## src/rtl/axi_alu_core.sv

```systemverilog
// axi_alu_core: two-operand ALU sitting between an 8-bit operand stream and a
// 9-bit result stream. Each transaction collects A, then B, which is sampled
// together with op. The block then presents {flag, value} until the sink takes it.
// Optional feature: define AXI_ALU_SAT_EN for saturating ADD/SUB.
module axi_alu_core #(
  parameter int unsigned DATA_W = 8,
  parameter int unsigned CNT_W  = 8
) (
  input  logic              clk,
  input  logic              reset,
  input  logic [DATA_W-1:0] s_data,
  input  logic              s_valid,
  output logic              s_ready,
  input  logic [1:0]        op,
  output logic [DATA_W:0]   m_data,
  output logic              m_valid,
  input  logic              m_ready,
  output logic [CNT_W-1:0]  txn_cnt
);

  typedef enum logic [1:0] {
    GET_A = 2'd0,
    GET_B = 2'd1,
    SEND  = 2'd2
  } state_t;

  state_t              r_state;
  logic                r_live;
  logic [DATA_W-1:0]   r_a;
  logic [DATA_W:0]     r_res;
  logic [CNT_W-1:0]    r_cnt;

  logic                w_s_fire;
  logic                w_m_fire;
  logic [DATA_W:0]     w_sum;
  logic [DATA_W:0]     w_dif;
  logic [DATA_W:0]     w_res;

  // r_live keeps s_ready low in the reset cycle itself; it rises with the first
  // clock edge after reset is released.
  assign s_ready  = r_live && ((r_state == GET_A) || (r_state == GET_B));
  assign m_valid  = (r_state == SEND);
  assign m_data   = r_res;
  assign txn_cnt  = r_cnt;
  assign w_s_fire = s_valid && s_ready;
  assign w_m_fire = m_valid && m_ready;

  assign w_sum = {1'b0, r_a} + {1'b0, s_data};
  assign w_dif = {1'b0, r_a} - {1'b0, s_data};

  // Result of the current B beat combined with the held A operand.
  always_comb begin
    w_res = '0;
    case (op)
`ifdef AXI_ALU_SAT_EN
      2'b00:   w_res = w_sum[DATA_W] ? {1'b1, {DATA_W{1'b1}}} : w_sum;
      2'b01:   w_res = w_dif[DATA_W] ? {1'b1, {DATA_W{1'b0}}} : w_dif;
`else
      2'b00:   w_res = w_sum;
      2'b01:   w_res = w_dif;
`endif
      2'b10:   w_res = {1'b0, r_a & s_data};
      default: w_res = {1'b0, r_a ^ s_data};
    endcase
  end

  // Transaction FSM: collect A, collect B and compute, present the result.
  always_ff @(posedge clk) begin
    if (!reset) begin
      r_state <= GET_A;
      r_live  <= 1'b0;
      r_a     <= '0;
      r_res   <= '0;
      r_cnt   <= '0;
    end else begin
      r_live <= 1'b1;
      case (r_state)
        GET_A: begin
          if (w_s_fire) begin
            r_a     <= s_data;
            r_state <= GET_B;
          end
        end
        GET_B: begin
          if (w_s_fire) begin
            r_res   <= w_res;
            r_state <= SEND;
          end
        end
        SEND: begin
          if (w_m_fire) begin
            r_cnt   <= r_cnt + 1'b1;
            r_state <= GET_A;
          end
        end
        default: r_state <= GET_A;
      endcase
    end
  end

endmodule

```

## config.mk

```make
export PLATFORM = sky130hd
export DESIGN_NAME = axi_alu_core
export DESIGN_NICKNAME = d
export VERILOG_FILES = /design/src/rtl/axi_alu_core.sv
export SDC_FILE = /design/constraint.sdc
export NUM_CORES = 1
export LEC_CHECK = 0
export ABC_CLOCK_PERIOD_IN_PS = 4550
export CORE_MARGIN = 3
export CORE_UTILIZATION = 45
export DETAILED_ROUTE_END_ITERATION = 10
export PLACE_DENSITY = 0.7
export SLEW_MARGIN = 20
export SYNTH_ARGS = -nofsm -noshare
export SYNTH_HDL_FRONTEND = slang
export SYNTH_SLANG_ARGS = --single-unit
```

## constraint.sdc

```tcl
create_clock -name clk -period 4.55 [get_ports clk]
set_input_delay 0.91 -clock clk [delete_from_list [all_inputs] [get_ports clk]]
set_output_delay 0.91 -clock clk [all_outputs]
set_load 0.01 [all_outputs]
```

* Word-level counts from Yosys, hierarchy flattened
Index checks and enable logic that the tools add are counted.
Cells by class: reductions and logical operators 10, shift operators 0, order comparisons 0, equality and inequality tests 7, $add $sub $neg 3, multiply operators 0, bitwise gates (word level) 2, div/mod/pow operators 0, multiplexer cells 6
Operators by type and width (number):
- $pmux 9 s3 | 1
- $add 8x8->9 | 1
- $sub 8x8->9 | 1
- $add 8x1->8 const B | 1
- $and 8x8->8 | 1
- $xor 8x8->8 | 1
- $mux 2 | 3
- $pmux 2 s3 | 1
- $reduce_and 2->1 | 3
- $eq 2x1->1 const B | 2
- $eq 2x2->1 const B | 2
- $logic_not 2->1 | 2
- $ne 2x2->1 const B | 2
- $logic_and 1x1->1 | 3
- $reduce_and 3->1 | 1
- $ne 2x1->1 const B | 1
- $logic_or 1x1->1 | 1
- $mux 1 | 1
Storage, ports and cells: bits of input ports 14, ROM bits 0, logic and storage cells 33, flip-flop bits (word level) 28, bits in latches 0, memories 0, bits in writable memories 0

* Depth between registers and ports, before layout
word-level depth 6, depth in mapped cells 12, gate-level depth less buffers 11

* Worst setup path after synthesis
Ideal clock, no wire load.
kind input -> register, from input op[0], to register r_res[8], in the netlist m_data[8], stages 10, path slack 1512 ps, library setup time 62 ps, data required time 4488 ps, data arrival time 2975 ps, cell sequence buf_2 nand2b_1 clkbuf_1 nand2_1 xor2_1 ha_1 a211o_1 o21a_1 or4_1 nand3_1
On the way: word-level cells in the longest chain between the ends 2, elaborated cells between the ends (all ways) 4
Ends and longest elaborated chain:
- start: declaration | RTL line 14 | input logic [1:0] op,
- $eq 2x2->1, or another cell as far along | RTL line 54 | case (op)
- $pmux 9 s3 * | RTL line 54
- end signal: assignment | RTL line 86 | r_res <= w_res;
- end: declaration | RTL line 30 | logic [DATA_W:0] r_res;
Every way passes the cells marked *; elsewhere a longest branch is shown, timed or not. A chain may end at the register's enable or synchronous reset.

* Worst setup path in the final report
from input op[1], to register r_res[8], in the netlist m_data[8]
Same word-level chain as after synthesis.

==> qor.csv <==
metric;value;unit
status;finished, final reports clean;
synth warn;0;
cell count after synthesis;209;
DR WL met2;1740;um
WL/cell;13.8;um
core area;3850;sq um
total CTS buffers;3;
Worst-Skew Late Latency;0.29;ns
leakage;0.955;nW
row cnt;22;
Slowest cell on crit path;or4_1;
starting density of the core;0.489;
Seq pwr share;0.436;
hold slack;0.465;ns
Net Count, Synth;242;
crit share post-route;0.722;
Post-DP Area;2250;sq um
Post-synth ARST share;0;
PD cells;257;nW/um^2
Yosys reg bits;28;
final setup margin;1.26;ns
Setup WS pre-CTS;0.991;ns
Clk pwr share;0.343;
die height;70.7;um
Pint;0.435;mW
Post-DRT Antenna Nets;0;
post-layout util;0.602;
n_diodes;0;
Die W;70.7;um
Register Area;561;sq um
clock sink count;28;
Max Used Layer;met4;
GPL Wtd Cong;0.905;
number of global-route vias before repair;1472;
clk buf depth;2;
Switching Fraction;0.270;
Via density;5.40;
RSZ-0062 raised after global routing;false;
most used flip-flop cell after synthesis;dfxtp_1;
metal3 WL;167;um
hold_buf cts;0;
total track usage;0.165;
count of final setup violators;0;
Max VDD drop;0.155;mV
CP Capture Type;flop;
Netlist Area Pre-Place;1890;sq um
Gate power share;0.221;
register area share after synthesis;0.297;
wire length on met1;2000;um
antenna violations before repair;0;
critical path fanouts, max;12;
Final min period;3.29;ns
Post-Route WL;3960;um
CP peak stage delay;0.49;ns
CTS tree;done;
setup TNS;0;ns
crit path launch;op[1];
drt pass-1 iters;4;
IO buf count;32;
H-tree depth;1;
via count;1550;
dpl hpwl;3010;um
CP Data Required Time;4.78;ns
layout cell share with drive strength beyond 1;0.0586;
Die ar.;5000;sq um
relative slew slack;0.621;
critical-path cell list;clkdlybuf4s50_1 > buf_4 > nand2b_1 > nand2_1 > xor2_1 > ha_1 > a211o_1 > o21a_1 > or4_1 > nand3_1;
Mean Syn Cell Area;9.02;sq um
# Max-Cap Violations;0;
grt ovf;0;
max-slew violation count;0;
Post-CTS Setup Inserts;0;
clk_skew;0.00791;ns
WP data arrival;3.52;ns
Hold Crit Class;flop to flop;
Sw Pwr;0.161;mW
CP startpoint kind;input pin;
final-report hold violation count;0;
Placed Instances;283;
area occupied by multi-input gates;1270;sq um
Hold Startpoint;m_data[0];
first-pass GRT wire length;6780;um
RR Startpoint;r_a[5];
initial drt markers;61;
Filler cells;361;
clock root buffer;clkbuf_8;
measured slew at the worst slew-check pin;0.566;ns
fin nets;273;
Post-route DRC;0;
max frequency;304;MHz
I/O pin count;33;
library cells used by synthesis;44;
area delta synth->final;23.0;%
R2R Setup Slk;2.65;ns
total power after layout;0.596;mW
post-CTS sizing;0;
kind of critical path;input pin to flop;
Design Area, Final;2320;sq um
Post-synth EDFFs;0;
largest net degree at the start of global routing;32;
fin cells;287;
clk slew on worst S/H paths;0.10;ns
## per-layer routing
layer,global-route usage,vias up
li1,-,802
met1,0.219,713
met2,0.269,30
met3,0.0369,5
met4,0.0438,0
met5,0,-
## sequential cells by signal (all words and copies together), names as in the netlist
signal	count
r_state	2
r_live	1
txn_cnt	8
r_a	8
m_data	9
## power by group through the flow
stage / Clock, mW / Combinational [mW] / Sequential (mW)
global placement: 0 / 0.130 / 0.265
global route: 0.220 / 0.147 / 0.261
CTS: 0.210 / 0.132 / 0.260
finish: 0.205 / 0.132 / 0.260
floorplan: 0 / 0.0891 / 0.265
detailed placement: 0 / 0.131 / 0.266
## critical path, delay by kind of cell
family / cells / cell delay (ns)
and+or+nand+nor: 4 / 0.93
AOI/OAI and AO/OA: 2 / 0.54
adders and majority gates: 1 / 0.37
buffers and inverters: 2 / 0.63
xor gates and xnor gates: 1 / 0.15
## final cells by class
class                   instances  share of cell area
clock inverters                 1              0.0129
well taps                      48              0.0259
inverters                       5             0.00809
repair buffers                 35               0.148
flip-flops and latches         28               0.242
multi-input cells             167               0.546
clock buffers                   3              0.0178
## final timing paths
| check | end | cells past startpoint |
|---|---|---|
| worst max-delay path | m_data[8] | 10 |
| worst min register to register | m_data[0] | 2 |
| worst max register to register | m_data[8] | 5 |
| worst min-delay path | m_data[0] | 2 |
## cells in the final DEF (no fill, tap or decap), drive strengths merged, types with 2 or more instances in the layout
master / instances
a22o: 2
xor2: 10
and2: 8
nand2b: 6
ha: 18
a211oi: 2
o21a: 6
o211ai: 2
a21boi: 2
nand2: 19
dfxtp: 28
nor2: 8
a21oi: 6
nand4: 2
xnor2: 6
nand3: 5
buf: 3
a31oi: 3
inv: 5
o31ai: 4
clkbuf: 3
mux2i: 18
o21ai: 8
clkdlybuf4s50: 32
nor2b: 15
nor3: 3
## cell usage after synthesis, types with 2 or more instances
cell | number | area [sq um]
a211oi_1 | 2 | 15.0
a21boi_0 | 2 | 15.0
a21oi_1 | 6 | 30.0
a22o_1 | 2 | 17.5
a31oi_1 | 3 | 18.8
and2_1 | 7 | 43.8
buf_2 | 2 | 10.0
clkbuf_1 | 6 | 22.5
dfxtp_1 | 28 | 561
ha_1 | 18 | 225
inv_1 | 5 | 18.8
mux2i_1 | 18 | 180
nand2_1 | 19 | 71.3
nand2b_1 | 6 | 37.5
nand3_1 | 3 | 15.0
nand3_2 | 2 | 20.0
nand4_1 | 2 | 12.5
nor2_1 | 7 | 26.3
nor2b_1 | 15 | 93.8
nor3_1 | 2 | 10.0
o211ai_1 | 2 | 15.0
o21a_1 | 6 | 45.0
o21ai_0 | 8 | 40.0
o31ai_1 | 4 | 30.0
xnor2_1 | 6 | 52.6
xor2_1 | 10 | 87.6
## cells by family (layout without fill, tap and decap cells)
group	count (synthesis)	in the layout	share of synthesized area
multiplexers	18	18	0.0956
AND/OR/NAND/NOR	74	74	0.230
flip-flops	28	28	0.297
AO/OA/AOI/OAI	40	40	0.142
buffers and inverters	14	44	0.0312
adder cells (fa/ha/maj)	19	19	0.130
XOR/XNOR	16	16	0.0743
Power figures use the tool's default switching activity.
==> patch 1: new RTL, same flow settings <==
Re-encode `state_t` (3 states) as one-hot, 3 bits wide.
--- a/src/rtl/axi_alu_core.sv
+++ b/src/rtl/axi_alu_core.sv
@@ -18,10 +18,10 @@
   output logic [CNT_W-1:0]  txn_cnt
 );
 
-  typedef enum logic [1:0] {
-    GET_A = 2'd0,
-    GET_B = 2'd1,
-    SEND  = 2'd2
+  typedef enum logic [2:0] {
+    GET_A = 3'b001,
+    GET_B = 3'b010,
+    SEND  = 3'b100
   } state_t;
 
   state_t              r_state;
Behaviour: same outputs for any inputs over 10 cycles, from zero or initial values and one cycle with reset low; not proved beyond that.
==> patch 1 against the original RTL <==
- global-route usage up 0.94 points
- fmax about the same
- power down 1.0%
- worst setup slack worse by 0.00083 ns
- wire length up 2.4%
- synthesized area up 0.93%
- final cell count up 3.1%
- sequential cell count up 1
- design area up 0.86%
- core utilization down 2.1 points
- largest power group unchanged
- highest routed layer unchanged
==> patch 1: results <==
group,metric,value,unit
finish,drive_above_1_share,0.0732,
clock_network,numCtsBuffers,5,
synth,synth_fp_nets,246,
sta,whs,0.470,ns
placed_design,place.gp.congestion,0.967,
finish,multi_input_area_share,0.535,
critical_path,regToRegStartpoint,"r_a[0]$_SDFFE_PN0P_",
synth,seq_area_frac_synth,0.305,
synth,ys_top_cells_by_area,"dfxtp_1 (31%), ha_1 (12%), mux2i_1 (6.8%)",
sta,slew_headroom,0.342,
hold_path,hp-start,"m_data[1]$_SDFFE_PN0P_",
hold_path,worstHoldEndpoint,"m_data[1]$_SDFFE_PN0P_",
clock_network,h-tree-depth,2,
routing,via_per_inst,5.31,
critical_path,startpoint,"s_data[2]",
synth,ys_seq_elements,29,
floorplanning,rows,23,
placed_design,dp.cells,288,
finish,num-multi-input-gates,169,
critical_path,ff2ff_path_depth,8,
routing,wl_per_cell,13.7,um
finish,nets,278,
placed_design,dp_hpwl,3030,um
global_routing,grtUsageTotal,0.174,
synth,ys_types,43,
sta,finClkSkew,0.00614,ns
critical_path,crit_slowest_cell,"clkdlybuf4s50_1",
routing,drtIter0Drc,84,
status,status,"completed",
power_and_ir_drop,vdd_drop_max,0.150,mV
power_and_ir_drop,p_leak,0.974,nW
finish,clk_share,0.0369,
clock_network,clk_pin_slew,0.07,ns
critical_path,cp_max_fo,5,
critical_path,critPathTopFamily,"compound AO/OA/AOI/OAI gates",
global_routing,grt_pass1_wl,7070,um
finish,fillers,395,
finish,n_all_inverters,6,
critical_path,reg2reg_slack,2.64,ns
finish,buffers,34,
flow_run,cap_violations,0,
synth,synthTopCellsByCount,"dfxtp_1 (29), ha_1 (18), nand2_1 (18)",
finish,bufAreaShareNonClock,0.143,
critical_path,cpPeakStageDelay,0.51,ns
==> patch 1: metal layers <==
metal | global-route usage | vias to the layer above | routed length [um]
li1 | - | 805 | -
met1 | 0.226 | 722 | 1990
met2 | 0.283 | 39 | 1850
met3 | 0.0412 | 7 | 155
met4 | 0.0585 | 0 | 58
met5 | 0 | - | 0
==> patch 1: stage by stage <==
| step | area (um^2) | utilization | setup WS (ns) | power [W] |
|---|---|---|---|---|
| after floorplan | 1900 | - | 1.78 | 0.000350 |
| after global placement | 2250 | 0.559 | 0.980 | 0.000386 |
| after detailed placement | 2250 | 0.559 | 0.997 | 0.000386 |
| after CTS | 2340 | 0.581 | 1.28 | 0.000594 |
| after global routing | 2340 | 0.581 | 0.994 | 0.000624 |
| final | 2340 | 0.581 | 1.26 | 0.000590 |
==> patch 1: where the power goes <==
part | switching [W] | leakage, nW | total (W) | internal (W)
combinational | 0.0000620 | 0.695 | 0.000119 | 0.0000565
sequential | 0.00000456 | 0.235 | 0.000263 | 0.000259
clock | 0.000103 | 0.0439 | 0.000208 | 0.000105
==> patch 1: kinds of logic (layout without fill, tap and decap cells) <==
group           count (synthesis)  count (layout)  share of synthesized area
simple gates                   76              76                      0.225
fa+ha+maj                      19              19                      0.129
mux                            16              16                     0.0861
flops                          29              29                      0.305
compound gates                 39              39                      0.131
xor+xnor                       19              19                     0.0874
buf+inv                        15              48                     0.0368
==> patch 1: tightest hold or removal path: cells and delay by family (launching register included) <==
family	cells	cell delay (ns)
AOI/OAI and AO/OA	1	0.06
DFF	1	0.31
and+or+nand+nor	1	0.05
==> patch 2: new RTL, config.mk and constraints unchanged <==
Without the edit above. `DATA_W`: 8 -> 9.
--- a/src/rtl/axi_alu_core.sv
+++ b/src/rtl/axi_alu_core.sv
@@ -3,7 +3,7 @@
 // together with op. The block then presents {flag, value} until the sink takes it.
 // Optional feature: define AXI_ALU_SAT_EN for saturating ADD/SUB.
 module axi_alu_core #(
-  parameter int unsigned DATA_W = 8,
+  parameter int unsigned DATA_W = 9,
   parameter int unsigned CNT_W  = 8
 ) (
   input  logic              clk,
Interface: changed (resized m_data and s_data); port bits go from 33 to 35. The function was not compared with the original's and may differ.
==> patch 2 against the original RTL <==
- synthesized area grew 4.6%
- largest cell class unchanged
- worst setup slack worse by 0.32 ns
- wire length rose by 15%
- clock skew down 0.0058 ns
- power grew 7.5%
- register-to-register slack worse by 0.40 ns
- design area grew 5.9%
- count of clock-buffer cells in the layout is 4 higher
- sequential cell count grew 2
==> patch 2: results <==
group,metric,value,unit
synth,seq_area_frac_synth,0.304,
synth,synthMuxAreaShare,0.0419,
placed_design,dpl_cell_area,0.00236,mm^2
hold_path,hp-start,"m_data[5]$_SDFFE_PN0P_",
finish,nets,308,
global_routing,met3_usage,0.0429,
power_and_ir_drop,p_leak,1.02,nW
global_routing,grtUsageMet1,0.254,
critical_path,cp_max_fo,8,
placed_design,portBuffers,34,
routing,via_per_inst,5.28,
placed_design,dp_hpwl,3330,um
critical_path,regToRegStartpoint,"r_a[0]$_SDFFE_PN0P_",
global_routing,grt_max_degree,33,
finish,drive_above_1_share,0.0549,
power_and_ir_drop,seqPwrFrac,0.433,
routing,wl_met3,198,um
routing,drtIter0Drc,56,
status,status,"completed",
critical_path,crit_slowest_cell,"fa_1",
critical_path,cp.arrival,3.78,ns
placed_design,pre_cts_slack,0.650,ns
power_and_ir_drop,vdd_drop_max,0.165,mV
finish,final_area,0.00246,mm^2
critical_path,ff2ff_path_depth,10,
clock_network,h-tree-depth,2,
finish,largest_reg_flops,10,
sta,worst_pin_slew,0.946,ns
-- patch 2: changes by cell type after synthesis, moves of 3 or more --
cell      unedited run  this run
o21a_1               6         0
a21boi_0             2        14
nand2_1             19        42
o31ai_1              4         0
nor3_1               2         5
nor2b_1             15         4
xor2_1              10         4
mux2i_1             18         6
nand3_1              3         7
nand2b_1             6         3
xnor2_1              6        17
a21oi_1              6        10
o211ai_1             2         6
-- patch 2: metrics by stage --
step           std cells  hold slack, ns
3_5_place_dp         315           0.450
2_1_floorplan        237           0.460
5_1_grt              323           0.463
4_1_cts              323           0.457
3_3_place_gp         315           0.444
6_report             323           0.453
-- patch 2: critical path, delay by kind of cell --
family	cells	cell delay (ns)
compound gates	3	0.61
fa+ha+maj	1	0.49
xor+xnor	1	0.08
simple gates	3	0.98
mux	1	0.22
buf+inv	1	0.48
-- patch 2: cell type report --
class / instances / area share
inverters: 7 / 0.0107
clock inverters: 1 / 0.00204
flip-flops and latches: 30 / 0.245
repair buffers: 37 / 0.148
clock buffers: 7 / 0.0352
multi-input cells: 191 / 0.534
well taps: 50 / 0.0255
-- patch 2: worst max-delay path by stage --
| stage | startpoint | endpoint | slack, ns | cells after the start |
|---|---|---|---|---|
| finish | op[0] | m_data[8]$_SDFFE_PN0P_ | 0.94 | 10 |
| global route | op[0] | m_data[8]$_SDFFE_PN0P_ | 0.66 | 10 |
| CTS | op[0] | m_data[8]$_SDFFE_PN0P_ | 0.94 | 10 |
| detailed placement | op[0] | m_data[8]$_SDFFE_PN0P_ | 0.65 | 10 |
| global placement | op[0] | m_data[8]$_SDFFE_PN0P_ | 0.68 | 10 |
| floorplan | op[0] | m_data[8]$_SDFFE_PN0P_ | 1.03 | 11 |
